[src/rtl/xadac_arb_if.sv]
// xadac_arb_if: bundle of the decode/execute request and response handshakes
// of an xadac port, replicated N times (N=NumMst on the core side, N=1 on the
// accelerator side).
//   dec_req/_valid/_ready   decode request channel
//   dec_rsp/_valid/_ready   decode response channel
//   exe_req/_valid/_ready   execute request channel
//   exe_rsp/_valid/_ready   execute response channel
// Modports:
//   master - the side that issues requests and consumes responses
//   slave  - the side that accepts requests and produces responses
interface xadac_arb_if #(
    parameter int N       = 1,
    parameter int DecReqW = 32,
    parameter int DecRspW = 32,
    parameter int ExeReqW = 32,
    parameter int ExeRspW = 32
);
    logic [N-1:0][DecReqW-1:0] dec_req;
    logic [N-1:0]              dec_req_valid;
    logic [N-1:0]              dec_req_ready;
    logic [N-1:0][DecRspW-1:0] dec_rsp;
    logic [N-1:0]              dec_rsp_valid;
    logic [N-1:0]              dec_rsp_ready;
    logic [N-1:0][ExeReqW-1:0] exe_req;
    logic [N-1:0]              exe_req_valid;
    logic [N-1:0]              exe_req_ready;
    logic [N-1:0][ExeRspW-1:0] exe_rsp;
    logic [N-1:0]              exe_rsp_valid;
    logic [N-1:0]              exe_rsp_ready;

    modport master (
        output dec_req, dec_req_valid, dec_rsp_ready,
        output exe_req, exe_req_valid, exe_rsp_ready,
        input  dec_req_ready, dec_rsp, dec_rsp_valid,
        input  exe_req_ready, exe_rsp, exe_rsp_valid
    );

    modport slave (
        input  dec_req, dec_req_valid, dec_rsp_ready,
        input  exe_req, exe_req_valid, exe_rsp_ready,
        output dec_req_ready, dec_rsp, dec_rsp_valid,
        output exe_req_ready, exe_rsp, exe_rsp_valid
    );
endinterface

[src/rtl/xadac_arb.sv]
// xadac_arb: shares one xadac accelerator port between NumMst core-side
// masters. Decode and execute channels are arbitrated independently, each by
// a round-robin arbiter with grant lock; responses are steered back to the
// requesting master through an in-order ID FIFO per channel.
// Ports:
//   clk, rst             clock, synchronous active-high reset
//   mst                  core-side port bundle (NumMst lanes, slave modport)
//   slv                  accelerator-side port bundle (1 lane, master modport)
//   perf_grant_cnt       per-master decode grant counters (XADAC_ARB_PERF_EN)
//   perf_full_stall_cnt  cycles a decode request waited on a full FIFO
//                        (XADAC_ARB_PERF_EN)
// Build option: define XADAC_ARB_PERF_EN to add the performance counters.

// One channel: combinational round-robin grant mux plus ID FIFO.
module xadac_arb_chan #(
    parameter int N     = 2,
    parameter int Depth = 4,
    parameter int ReqW  = 32,
    parameter int RspW  = 32,
    localparam int IdxW = (N > 1) ? $clog2(N) : 1,
    localparam int PtrW = $clog2(Depth),
    localparam int CntW = PtrW + 1
) (
    input  logic                   clk,
    input  logic                   rst,
    input  logic [N-1:0][ReqW-1:0] mst_req,
    input  logic [N-1:0]           mst_req_valid,
    output logic [N-1:0]           mst_req_ready,
    output logic [N-1:0][RspW-1:0] mst_rsp,
    output logic [N-1:0]           mst_rsp_valid,
    input  logic [N-1:0]           mst_rsp_ready,
    output logic [ReqW-1:0]        slv_req,
    output logic                   slv_req_valid,
    input  logic                   slv_req_ready,
    input  logic [RspW-1:0]        slv_rsp,
    input  logic                   slv_rsp_valid,
    output logic                   slv_rsp_ready,
    output logic                   hs,
    output logic [IdxW-1:0]        gnt,
    output logic                   full
);
    logic [IdxW-1:0] rr_q, lock_idx_q, pick, head;
    logic            lock_q, found, empty, pop;
    logic [IdxW:0]   cand;
    logic [IdxW-1:0] id_mem [Depth];
    logic [PtrW-1:0] wr_ptr_q, rd_ptr_q;
    logic [CntW-1:0] cnt_q;

    // First valid master at or after rr_q, wrapping around.
    always_comb begin
        found = 1'b0;
        pick  = '0;
        cand  = '0;
        for (int i = 0; i < N; i++) begin
            cand = {1'b0, rr_q} + (IdxW+1)'(i);
            if (cand >= (IdxW+1)'(N)) cand = cand - (IdxW+1)'(N);
            if (!found && mst_req_valid[cand[IdxW-1:0]]) begin
                found = 1'b1;
                pick  = cand[IdxW-1:0];
            end
        end
    end

    assign full  = (cnt_q == CntW'(Depth));
    assign empty = (cnt_q == '0);
    assign head  = id_mem[rd_ptr_q];

    // A stalled grant stays with its master until the slave takes it.
    assign gnt           = lock_q ? lock_idx_q : pick;
    assign slv_req       = mst_req[gnt];
    // When no master is valid, pick=0 and mst_req_valid[0]=0, so valid stays low.
    assign slv_req_valid = !full && mst_req_valid[gnt];
    assign hs            = slv_req_valid && slv_req_ready;

    always_comb begin
        mst_req_ready      = '0;
        mst_req_ready[gnt] = hs;
    end

    // Response steering by FIFO head; an empty FIFO holds off the slave.
    always_comb begin
        mst_rsp_valid = '0;
        if (!empty) mst_rsp_valid[head] = slv_rsp_valid;
        for (int i = 0; i < N; i++) mst_rsp[i] = slv_rsp;
    end

    assign slv_rsp_ready = !empty && mst_rsp_ready[head];
    assign pop           = slv_rsp_valid && slv_rsp_ready;

    always_ff @(posedge clk) begin
        if (rst) begin
            rr_q       <= '0;
            lock_q     <= 1'b0;
            lock_idx_q <= '0;
            wr_ptr_q   <= '0;
            rd_ptr_q   <= '0;
            cnt_q      <= '0;
        end else begin
            if (slv_req_valid && !slv_req_ready) begin
                lock_q     <= 1'b1;
                lock_idx_q <= gnt;
            end else if (hs) begin
                lock_q <= 1'b0;
            end
            if (hs) begin
                rr_q     <= (gnt == IdxW'(N-1)) ? '0 : gnt + IdxW'(1);
                wr_ptr_q <= wr_ptr_q + PtrW'(1);
            end
            if (pop) rd_ptr_q <= rd_ptr_q + PtrW'(1);
            cnt_q <= cnt_q + CntW'(hs) - CntW'(pop);
        end
    end

    // ID storage carries no reset; occupancy is tracked by cnt_q.
    always_ff @(posedge clk) begin
        if (hs) id_mem[wr_ptr_q] <= gnt;
    end
endmodule

module xadac_arb #(
    parameter int NumMst    = 2,
    parameter int FifoDepth = 4,
    parameter int DecReqW   = 32,
    parameter int DecRspW   = 32,
    parameter int ExeReqW   = 32,
    parameter int ExeRspW   = 32
) (
    input  logic                     clk,
    input  logic                     rst,
    xadac_arb_if.slave               mst,
    xadac_arb_if.master              slv
`ifdef XADAC_ARB_PERF_EN
    ,
    output logic [NumMst-1:0][31:0]  perf_grant_cnt,
    output logic [31:0]              perf_full_stall_cnt
`endif
);
    localparam int IdxW = (NumMst > 1) ? $clog2(NumMst) : 1;

    logic            dec_hs, dec_full, exe_hs, exe_full;
    logic [IdxW-1:0] dec_gnt, exe_gnt;

    xadac_arb_chan #(
        .N(NumMst), .Depth(FifoDepth), .ReqW(DecReqW), .RspW(DecRspW)
    ) u_dec (
        .clk           (clk),
        .rst           (rst),
        .mst_req       (mst.dec_req),
        .mst_req_valid (mst.dec_req_valid),
        .mst_req_ready (mst.dec_req_ready),
        .mst_rsp       (mst.dec_rsp),
        .mst_rsp_valid (mst.dec_rsp_valid),
        .mst_rsp_ready (mst.dec_rsp_ready),
        .slv_req       (slv.dec_req[0]),
        .slv_req_valid (slv.dec_req_valid[0]),
        .slv_req_ready (slv.dec_req_ready[0]),
        .slv_rsp       (slv.dec_rsp[0]),
        .slv_rsp_valid (slv.dec_rsp_valid[0]),
        .slv_rsp_ready (slv.dec_rsp_ready[0]),
        .hs            (dec_hs),
        .gnt           (dec_gnt),
        .full          (dec_full)
    );

    xadac_arb_chan #(
        .N(NumMst), .Depth(FifoDepth), .ReqW(ExeReqW), .RspW(ExeRspW)
    ) u_exe (
        .clk           (clk),
        .rst           (rst),
        .mst_req       (mst.exe_req),
        .mst_req_valid (mst.exe_req_valid),
        .mst_req_ready (mst.exe_req_ready),
        .mst_rsp       (mst.exe_rsp),
        .mst_rsp_valid (mst.exe_rsp_valid),
        .mst_rsp_ready (mst.exe_rsp_ready),
        .slv_req       (slv.exe_req[0]),
        .slv_req_valid (slv.exe_req_valid[0]),
        .slv_req_ready (slv.exe_req_ready[0]),
        .slv_rsp       (slv.exe_rsp[0]),
        .slv_rsp_valid (slv.exe_rsp_valid[0]),
        .slv_rsp_ready (slv.exe_rsp_ready[0]),
        .hs            (exe_hs),
        .gnt           (exe_gnt),
        .full          (exe_full)
    );

`ifdef XADAC_ARB_PERF_EN
    logic perf_unused;
    assign perf_unused = ^{exe_hs, exe_gnt, exe_full};

    always_ff @(posedge clk) begin
        if (rst) begin
            perf_grant_cnt      <= '0;
            perf_full_stall_cnt <= '0;
        end else begin
            if (dec_hs) perf_grant_cnt[dec_gnt] <= perf_grant_cnt[dec_gnt] + 32'd1;
            if (dec_full && |mst.dec_req_valid)
                perf_full_stall_cnt <= perf_full_stall_cnt + 32'd1;
        end
    end
`else
    logic perf_unused;
    assign perf_unused = ^{dec_hs, dec_gnt, dec_full, exe_hs, exe_gnt, exe_full};
`endif
endmodule

[src/flat_wrapper.sv]
// flat-port wrapper written by rule: the top's interface ports become plain ports
module xadac_arb_flat 
#(
    parameter int NumMst    = 2,
    parameter int FifoDepth = 4,
    parameter int DecReqW   = 32,
    parameter int DecRspW   = 32,
    parameter int ExeReqW   = 32,
    parameter int ExeRspW   = 32
)
  (clk, rst, mst_dec_req, mst_dec_req_valid, mst_dec_rsp_ready, mst_exe_req, mst_exe_req_valid, mst_exe_rsp_ready, mst_dec_req_ready, mst_dec_rsp, mst_dec_rsp_valid, mst_exe_req_ready, mst_exe_rsp, mst_exe_rsp_valid, slv_dec_req, slv_dec_req_valid, slv_dec_rsp_ready, slv_exe_req, slv_exe_req_valid, slv_exe_rsp_ready, slv_dec_req_ready, slv_dec_rsp, slv_dec_rsp_valid, slv_exe_req_ready, slv_exe_rsp, slv_exe_rsp_valid);
  xadac_arb_if #(.N((2)), .DecReqW(DecReqW), .DecRspW(DecRspW), .ExeReqW(ExeReqW), .ExeRspW(ExeRspW)) mst_i ();
  xadac_arb_if #(.N(1), .DecReqW(DecReqW), .DecRspW(DecRspW), .ExeReqW(ExeReqW), .ExeRspW(ExeRspW)) slv_i ();
  input  logic clk;
  input  logic rst;
  input wire logic [$bits(mst_i.dec_req)-1:0] mst_dec_req;
  input wire logic [$bits(mst_i.dec_req_valid)-1:0] mst_dec_req_valid;
  input wire logic [$bits(mst_i.dec_rsp_ready)-1:0] mst_dec_rsp_ready;
  input wire logic [$bits(mst_i.exe_req)-1:0] mst_exe_req;
  input wire logic [$bits(mst_i.exe_req_valid)-1:0] mst_exe_req_valid;
  input wire logic [$bits(mst_i.exe_rsp_ready)-1:0] mst_exe_rsp_ready;
  output wire logic [$bits(mst_i.dec_req_ready)-1:0] mst_dec_req_ready;
  output wire logic [$bits(mst_i.dec_rsp)-1:0] mst_dec_rsp;
  output wire logic [$bits(mst_i.dec_rsp_valid)-1:0] mst_dec_rsp_valid;
  output wire logic [$bits(mst_i.exe_req_ready)-1:0] mst_exe_req_ready;
  output wire logic [$bits(mst_i.exe_rsp)-1:0] mst_exe_rsp;
  output wire logic [$bits(mst_i.exe_rsp_valid)-1:0] mst_exe_rsp_valid;
  output wire logic [$bits(slv_i.dec_req)-1:0] slv_dec_req;
  output wire logic [$bits(slv_i.dec_req_valid)-1:0] slv_dec_req_valid;
  output wire logic [$bits(slv_i.dec_rsp_ready)-1:0] slv_dec_rsp_ready;
  output wire logic [$bits(slv_i.exe_req)-1:0] slv_exe_req;
  output wire logic [$bits(slv_i.exe_req_valid)-1:0] slv_exe_req_valid;
  output wire logic [$bits(slv_i.exe_rsp_ready)-1:0] slv_exe_rsp_ready;
  input wire logic [$bits(slv_i.dec_req_ready)-1:0] slv_dec_req_ready;
  input wire logic [$bits(slv_i.dec_rsp)-1:0] slv_dec_rsp;
  input wire logic [$bits(slv_i.dec_rsp_valid)-1:0] slv_dec_rsp_valid;
  input wire logic [$bits(slv_i.exe_req_ready)-1:0] slv_exe_req_ready;
  input wire logic [$bits(slv_i.exe_rsp)-1:0] slv_exe_rsp;
  input wire logic [$bits(slv_i.exe_rsp_valid)-1:0] slv_exe_rsp_valid;
  assign mst_i.dec_req = mst_dec_req;
  assign mst_i.dec_req_valid = mst_dec_req_valid;
  assign mst_i.dec_rsp_ready = mst_dec_rsp_ready;
  assign mst_i.exe_req = mst_exe_req;
  assign mst_i.exe_req_valid = mst_exe_req_valid;
  assign mst_i.exe_rsp_ready = mst_exe_rsp_ready;
  assign mst_dec_req_ready = mst_i.dec_req_ready;
  assign mst_dec_rsp = mst_i.dec_rsp;
  assign mst_dec_rsp_valid = mst_i.dec_rsp_valid;
  assign mst_exe_req_ready = mst_i.exe_req_ready;
  assign mst_exe_rsp = mst_i.exe_rsp;
  assign mst_exe_rsp_valid = mst_i.exe_rsp_valid;
  assign slv_dec_req = slv_i.dec_req;
  assign slv_dec_req_valid = slv_i.dec_req_valid;
  assign slv_dec_rsp_ready = slv_i.dec_rsp_ready;
  assign slv_exe_req = slv_i.exe_req;
  assign slv_exe_req_valid = slv_i.exe_req_valid;
  assign slv_exe_rsp_ready = slv_i.exe_rsp_ready;
  assign slv_i.dec_req_ready = slv_dec_req_ready;
  assign slv_i.dec_rsp = slv_dec_rsp;
  assign slv_i.dec_rsp_valid = slv_dec_rsp_valid;
  assign slv_i.exe_req_ready = slv_exe_req_ready;
  assign slv_i.exe_rsp = slv_exe_rsp;
  assign slv_i.exe_rsp_valid = slv_exe_rsp_valid;
  xadac_arb #(.NumMst(NumMst), .FifoDepth(FifoDepth), .DecReqW(DecReqW), .DecRspW(DecRspW), .ExeReqW(ExeReqW), .ExeRspW(ExeRspW)) u_core (.clk(clk), .rst(rst), .mst(mst_i), .slv(slv_i));
endmodule
[config.mk]
export PLATFORM = sky130hd
export DESIGN_NAME = xadac_arb_flat
export DESIGN_NICKNAME = d
export VERILOG_FILES = /design/src/rtl/xadac_arb_if.sv /design/src/rtl/xadac_arb.sv /design/src/flat_wrapper.sv
export SDC_FILE = /design/constraint.sdc
export NUM_CORES = 1
export LEC_CHECK = 0
export BUFFER_PORTS_ARGS = -buffer_cell sky130_fd_sc_hd__clkbuf_2
export CAP_MARGIN = 40
export CORE_AREA = 2 2 161 163
export CTS_BUF_LIST = sky130_fd_sc_hd__clkbuf_8
export DETAILED_ROUTE_END_ITERATION = 7
export DIE_AREA = 0 0 163 165
export GPL_ROUTABILITY_DRIVEN = 0
export HOLD_SLACK_MARGIN = 0.06
export PLACE_DENSITY = 0.51
export SYNTH_ARGS = -nofsm -noshare
export SYNTH_HDL_FRONTEND = slang
export SYNTH_SLANG_ARGS = --single-unit
[constraint.sdc]
create_clock -name clk -period 3.7 [get_ports clk]
set_clock_uncertainty 0.2 [all_clocks]
set_input_delay 0.185 -clock clk [delete_from_list [all_inputs] [get_ports clk]]
set_output_delay 0.185 -clock clk [all_outputs]
set_load 0.005 [all_outputs]
==> results of run 1 <==
power groups by stage:
stage	combinational, mW	clock [mW]	sequential [mW]
6_report	0.742	0.296	0.486
3_3_place_gp	0.739	0	0.494
4_1_cts	0.757	0.317	0.487
5_1_grt	0.836	0.334	0.501
3_5_place_dp	0.750	0	0.495
2_1_floorplan	0.580	0	0.482
layer usage:
layer	up-vias	track usage (%)
li1	1307	-
met1	1133	7.08
met2	183	10.3
met3	34	3.44
met4	0	3.02
met5	-	0
layout make-up:
cell class / instances / area, µm² / share of cell area [%]
inverters: 17 / 63.8 / 1.55
clock buffers: 6 / 82.6 / 2.00
well taps: 330 / 413 / 10.0
multi-input cells: 183 / 1680 / 40.6
repair buffers: 223 / 1160 / 28.0
flip-flops and latches: 32 / 721 / 17.5
clock inverters: 2 / 15.0 / 0.364
cell families (layout without fill, tap and decap cells):
logic type,Yosys count,in the layout
buffers and inverters,153,248
XOR/XNOR,6,6
AND/OR/NAND/NOR,72,72
adder cells (fa/ha/maj),14,14
flip-flops,32,32
multiplexers,74,74
AO/OA/AOI/OAI,17,17
path summary, 6_finish.rpt:
kind / end / depth (start not counted)
min reg2reg: flop / 2
min: u_core.u_dec.id_mem[2]$_DFFE_PP_ / 2
max reg2reg: u_core.u_dec.cnt_q[2]$_SDFF_PP0_ / 10
max: slv_dec_req[15] / 7
worst max-delay path, cell delays in order:
cell           delay [ns]
dlygate4sd3_1        0.54
clkbuf_2             0.14
nor2b_1              0.16
o21ai_4              0.62
buf_4                0.33
mux2_1               0.39
clkbuf_2             0.14
synth_stat cells (all sizes together), types with 2 or more instances:
cell and number:
nand3 3, ha 12, a211oi 2, nand2b 6, clkbuf 2, a2111o 2, mux2i 8, edfxtp 8
a21oi 2, and3b 2, o311ai 4, mux2 64, inv 17, nor2 18, nand2 2, and2 4
and3 8, nor3 15, nor3b 3, o21ai 4, nor2b 8, mux4 2, fa 2, buf 134
dfxtp 24, xnor2 5
timing repair:
| item | CTS | global route |
|---|---|---|
| hold buffers | 2 | 0 |
| setup buffers | 0 | 0 |
| setup endpoints to repair | 0 | 0 |
| endpoints found under the hold margin | 3 | 0 |
==> impl_metrics.toml, run 1 <==
[power_and_ir_drop]
intPower_mw = 0.975
p_leak_nw = 1.98
clockPowerShare_pct = 19.4
p_switching_mw = 0.549
power_frac_seq_pct = 31.9
ir_drop_mv = 0.121
p_per_area_nw_per_um2 = 369
p_sw_share_pct = 36.0
pwr-share-comb_pct = 48.7
total_power_mw = 1.52

[route]
drtAntennaViolNets = 0
met2RoutedLength_um = 3880
highest_layer = "met4"
remaining_drc_errors = 0
drt_iter0_drc = 89
wl_per_cell_um = 11.0
viasPerCell = 3.35
dr.pass1.iters = 4
routed_wl_um = 8730
wl_met3_um = 1160
via_count = 2657
m1WireLength_um = 3360

[cells_and_area]
drive_above_1_share_pct = 52.9
final_common_cell = "clkbuf_2"
final_area_um2 = 4130
final.fill_count = 2814
fin_cells = 793
layout_common_cells = "clkbuf_2 (217), mux2_1 (64), dfxtp_1 (24), nor2_1 (18)"
diodes = 0
final_nets = 682
final_util_pct = 16.5
syn_to_final_growth_pct = 19.3

[timing]
finalSetupViolations = 0
post-route-period-util_pct = 78.1
slew_headroom_pct = 47.3
layout_setup_ws_ns = 0.809
hold_viol_final = 0
slew_violations = 0
finalSetupTns_ns = 0
clock.fmax_mhz = 346
fin_crit_ns = 2.89
rsz0062_at_grt = "false"
tightest_slew_ns = 0.788
hold_ws_ns = 0.125

[synthesis]
syn_area_um2 = 3460
yosys.area_share.adder_pct = 5.50
ys_seq_area_share_pct = 20.8
syn_nets = 588
postSynthAreaPerCell_um2 = 9.40
yosysUniqueCellTypes = 40
synth_ff_type = "dfxtp_1"
synth_edf_count = 8
yosys-top-cells-area = "buf_4 (29%), mux2_1 (21%), dfxtp_1 (14%)"
synth_top_area_share_pct = 29.1
synth_mux_area_share_pct = 24.9
syn_inst = 368
ys_warn_count = 0
synth_top_area_cell = "buf_4"
synth_top_family_by_area = "buffers and inverters"
synth-seq-cells = 32
synth-simple-area-share_pct = 11.7
async_flop_share_pct = 0
synth-compound-area-share_pct = 4.34
synthXorXnorAreaFrac_pct = 1.52

[placed_design]
dp_cells = 783
hpwlAfterDp_um = 7660
io_buffers = 217
pre_cts_ws_ns = 0.941
placed_area_um2 = 4010

[die]
rows = 58
die_w_um = 163
start_util_pct = 13.8
dieArea_um2 = 26900
core-area_um2 = 25000
die_height_um = 165
io_pins = 410

[clock_tree]
cts_buffer_depth = 2
cts-htree-levels = 2
ctsResizeCount = 0
root_buffer = "clkbuf_8"
cts_made_buffers = 5
cts_tree = "done"
clk-insertion-delay-late_ns = 0.29
cts_sinks = 32
path_clk_slew_ns = 0.07

[setup_path]
path_class = "input port to primary output"
endpoint_kind = "primary output"
reg2reg_slack_ns = 0.95
cp.required_ns = 3.31
crit_start = "mst_dec_req_valid[0]"
path_max_fanout = 24
worstSetupStartpointType = "input port"
arrival_ns = 2.51

[worst_hold_path]
hold_class = "input port to flop"
hp-start = "slv_dec_req_ready"

[grt]
grt_max_degree = 25
grt_util_all_layers_pct = 6.46
grt-ovfl-total = 0
antenna_found_initial = 0
grt_pass1_vias = 2578
grt_pass1_wl_um = 13300

[status]
status = "finished clean"

[flow_run]
drv_cap = 0
No activity file was read; power rests on OpenSTA's default activity.
==> inputs of run 2 (changes only) <==
ABC_AREA = 1   (was not set)
CORE_AREA = 2 2 159 161   (was 2 2 161 163)
DIE_AREA = 0 0 161 163   (was 0 0 163 165)
PLACE_DENSITY = 0.54   (was 0.51)
clock period = 2.6 ns   (was 3.7 ns; I/O delays follow)
==> impl_metrics.toml, run 2 <==
[status]
status = "finished clean"

[route]
remaining_drc_errors = 0
viasPerCell = 3.30
dr.pass1.iters = 4
via_count = 3259
drt_iter0_drc = 96
drtAntennaViolNets = 0
routed_wl_um = 9680
wl_per_cell_um = 9.80

[setup_path]
timing.rr.start = "u_core.u_dec.id_mem[0]$_DFFE_PP_"
reg2reg_slack_ns = 0.16
path_max_fanout = 4
worstSetupStartpointType = "flop"
endpoint_kind = "flop"
timing.rr.end = "u_core.u_dec.cnt_q[2]$_SDFF_PP0_"
cp.required_ns = 2.61
arrival_ns = 2.45
path_class = "flop to flop"
r2r.worst_path.cells = 14

[clock_tree]
root_buffer = "clkbuf_8"
cts_sinks = 32
cts_tree = "done"
clk-insertion-delay-late_ns = 0.29
cts-htree-levels = 2
cts_made_buffers = 5
path_clk_slew_ns = 0.06
cts_buffer_depth = 2

[synthesis]
ys_seq_area_share_pct = 20.1
synthTopCellsByCount = "nand2_1 (231), buf_4 (134), inv_1 (47)"
postSynthAreaPerCell_um2 = 6.35
synth_most_common_cell = "nand2_1"
syn_nets = 785
async_flop_share_pct = 0
synth_ff_type = "dfxtp_1"
synth_top_area_share_pct = 28.1
synth-seq-cells = 32
ys_warn_count = 0
yosys-top-cells-area = "buf_4 (28%), nand2_1 (24%), dfxtp_1 (13%)"
syn_inst = 565
synth_top_area_cell = "buf_4"
synth_edf_count = 8
yosysUniqueCellTypes = 26
syn_area_um2 = 3590

[cells_and_area]
final_common_cell = "nand2_1"
final_util_pct = 17.2
final_area_um2 = 4240
final.fill_count = 2869
final_nets = 877
layout_common_cells = "nand2_1 (229), clkbuf_2 (217), inv_1 (46), nor2_1 (34), dfxtp_1 (22)"
syn_to_final_growth_pct = 18.3
diodes = 0
drive_above_1_share_pct = 41.9

[timing]
hold_viol_final = 0
slew_violations = 0
finalSetupTns_ns = 0
finalSetupViolations = 0
slew_headroom_pct = 62.5
post-route-period-util_pct = 93.8
fin_crit_ns = 2.44
tightest_slew_ns = 0.561
clock.fmax_mhz = 410
layout_setup_ws_ns = 0.161

[placed_design]
hpwlAfterDp_um = 8110
io_buffers = 217
placed_area_um2 = 4040
pre_cts_ws_ns = 0.0169

[die]
rows = 58
io_pins = 410
start_util_pct = 14.5
die_w_um = 161
core-area_um2 = 24700
dieArea_um2 = 26200
die_height_um = 163

[worst_hold_path]
hold_class = "input port to primary output"
min_to = "mst_exe_rsp[2]"
hp-start = "slv_exe_rsp[2]"
holdPathStages = 0

[power_and_ir_drop]
ir_drop_mv = 0.212
intPower_mw = 1.40
clockPowerShare_pct = 17.5
p_sw_share_pct = 41.4
p_switching_mw = 0.988
p_per_area_nw_per_um2 = 563
p_leak_nw = 2.49
pwr-share-comb_pct = 53.6
power_frac_seq_pct = 28.8

[grt]
grt_max_degree = 34
grt_pass1_vias = 2946
grt_pass1_wl_um = 14800
antenna_found_initial = 0
grt-ovfl-total = 0
grt_util_all_layers_pct = 7.01

[flow_run]
drv_cap = 0
## run 2: changes by cell type in the layout (fill, tap and decap cells not counted), sizes merged, moves of 13 or more
cell / change
nand2: +237
mux2: -64
inv: +38
nor2: +20
nand3: +13
nor3: -13
## run 2: worst max-delay path, cell delays in order (launching register included)
cell,delay (ns)
edfxtp_1,0.36
nand2_1,0.09
nand3_2,0.12
nand2_2,0.10
nand2_2,0.06
nand3_2,0.07
inv_1,0.05
ha_1,0.27
inv_1,0.06
ha_2,0.17
inv_2,0.04
fa_2,0.39
xor2_2,0.15
o21ai_1,0.08
a21oi_1,0.15
## run 2: kinds of logic after synthesis
family / Yosys count / synth area share, %
buffers and inverters: 198 / 35.7
xor gates and xnor gates: 4 / 0.977
adders and majority gates: 14 / 5.30
AOI/OAI and AO/OA: 16 / 2.55
and+or+nand+nor: 301 / 35.4
DFF: 32 / 20.1
## run 2: final cells by class
type                            count  area, µm²  share of cell area, %
Clock buffer                        7       96.3                   2.27
Inverter                           54        203                   4.78
Sequential cell                    32        723                   17.1
Clock inverter                      1       3.75                 0.0885
Timing Repair Buffer              229       1190                   28.0
Tap cell                          330        413                   9.73
Multi-Input combinational cell    335       1610                   38.1
## run 2: worst max-delay path by stage
| stage | end | slack, ns | from |
|---|---|---|---|
| global placement | u_core.u_dec.cnt_q[2]$_SDFF_PP0_ | 0.10 | u_core.u_dec.cnt_q[1]$_SDFF_PP0_ |
| global route | u_core.u_dec.cnt_q[2]$_SDFF_PP0_ | -0.02 | u_core.u_dec.id_mem[2]$_DFFE_PP_ |
| CTS | u_core.u_dec.cnt_q[2]$_SDFF_PP0_ | 0.08 | flop |
| finish | u_core.u_dec.cnt_q[2]$_SDFF_PP0_ | 0.16 | u_core.u_dec.id_mem[0]$_DFFE_PP_ |
| floorplan | u_core.u_dec.cnt_q[2]$_SDFF_PP0_ | 0.26 | u_core.u_dec.cnt_q[1]$_SDFF_PP0_ |
| detailed placement | u_core.u_dec.cnt_q[2]$_SDFF_PP0_ | 0.02 | u_core.u_dec.cnt_q[1]$_SDFF_PP0_ |
## run 2: through the flow
stage                     hold slack, ns  cells  total power [mW]
after global placement            0.0601    972              1.91
after floorplan                    0.108    565              1.61
after detailed placement          0.0601    972              1.93
after CTS                         0.0601    985              2.38
final                             0.0600    988              2.39
after global routing              0.0600    988              2.65
## run 2: power groups by stage
stage	sequential [mW]	combinational, mW	clock [mW]
6_report	0.689	1.28	0.419
5_1_grt	0.704	1.48	0.467
4_1_cts	0.681	1.26	0.444
3_5_place_dp	0.689	1.24	0
3_3_place_gp	0.686	1.22	0
2_1_floorplan	0.676	0.939	0
## run 2: routing by layer
layer	part of all wire (%)	vias up	track usage [%]
met5	0	-	0
met4	2.3	0	3.25
met3	10	25	3.06
met2	45	156	10.5
met1	43	1341	8.62
li1	-	1737	-
## run 2: what timing repair did
action / CTS / global route
setup endpoints to repair: 1 / 1
pin swaps: 0 / 6
setup buffers: 0 / 3
resized for setup: 1 / 11
hold buffers: 5 / 0
hold endpoints to repair: 10 / 0
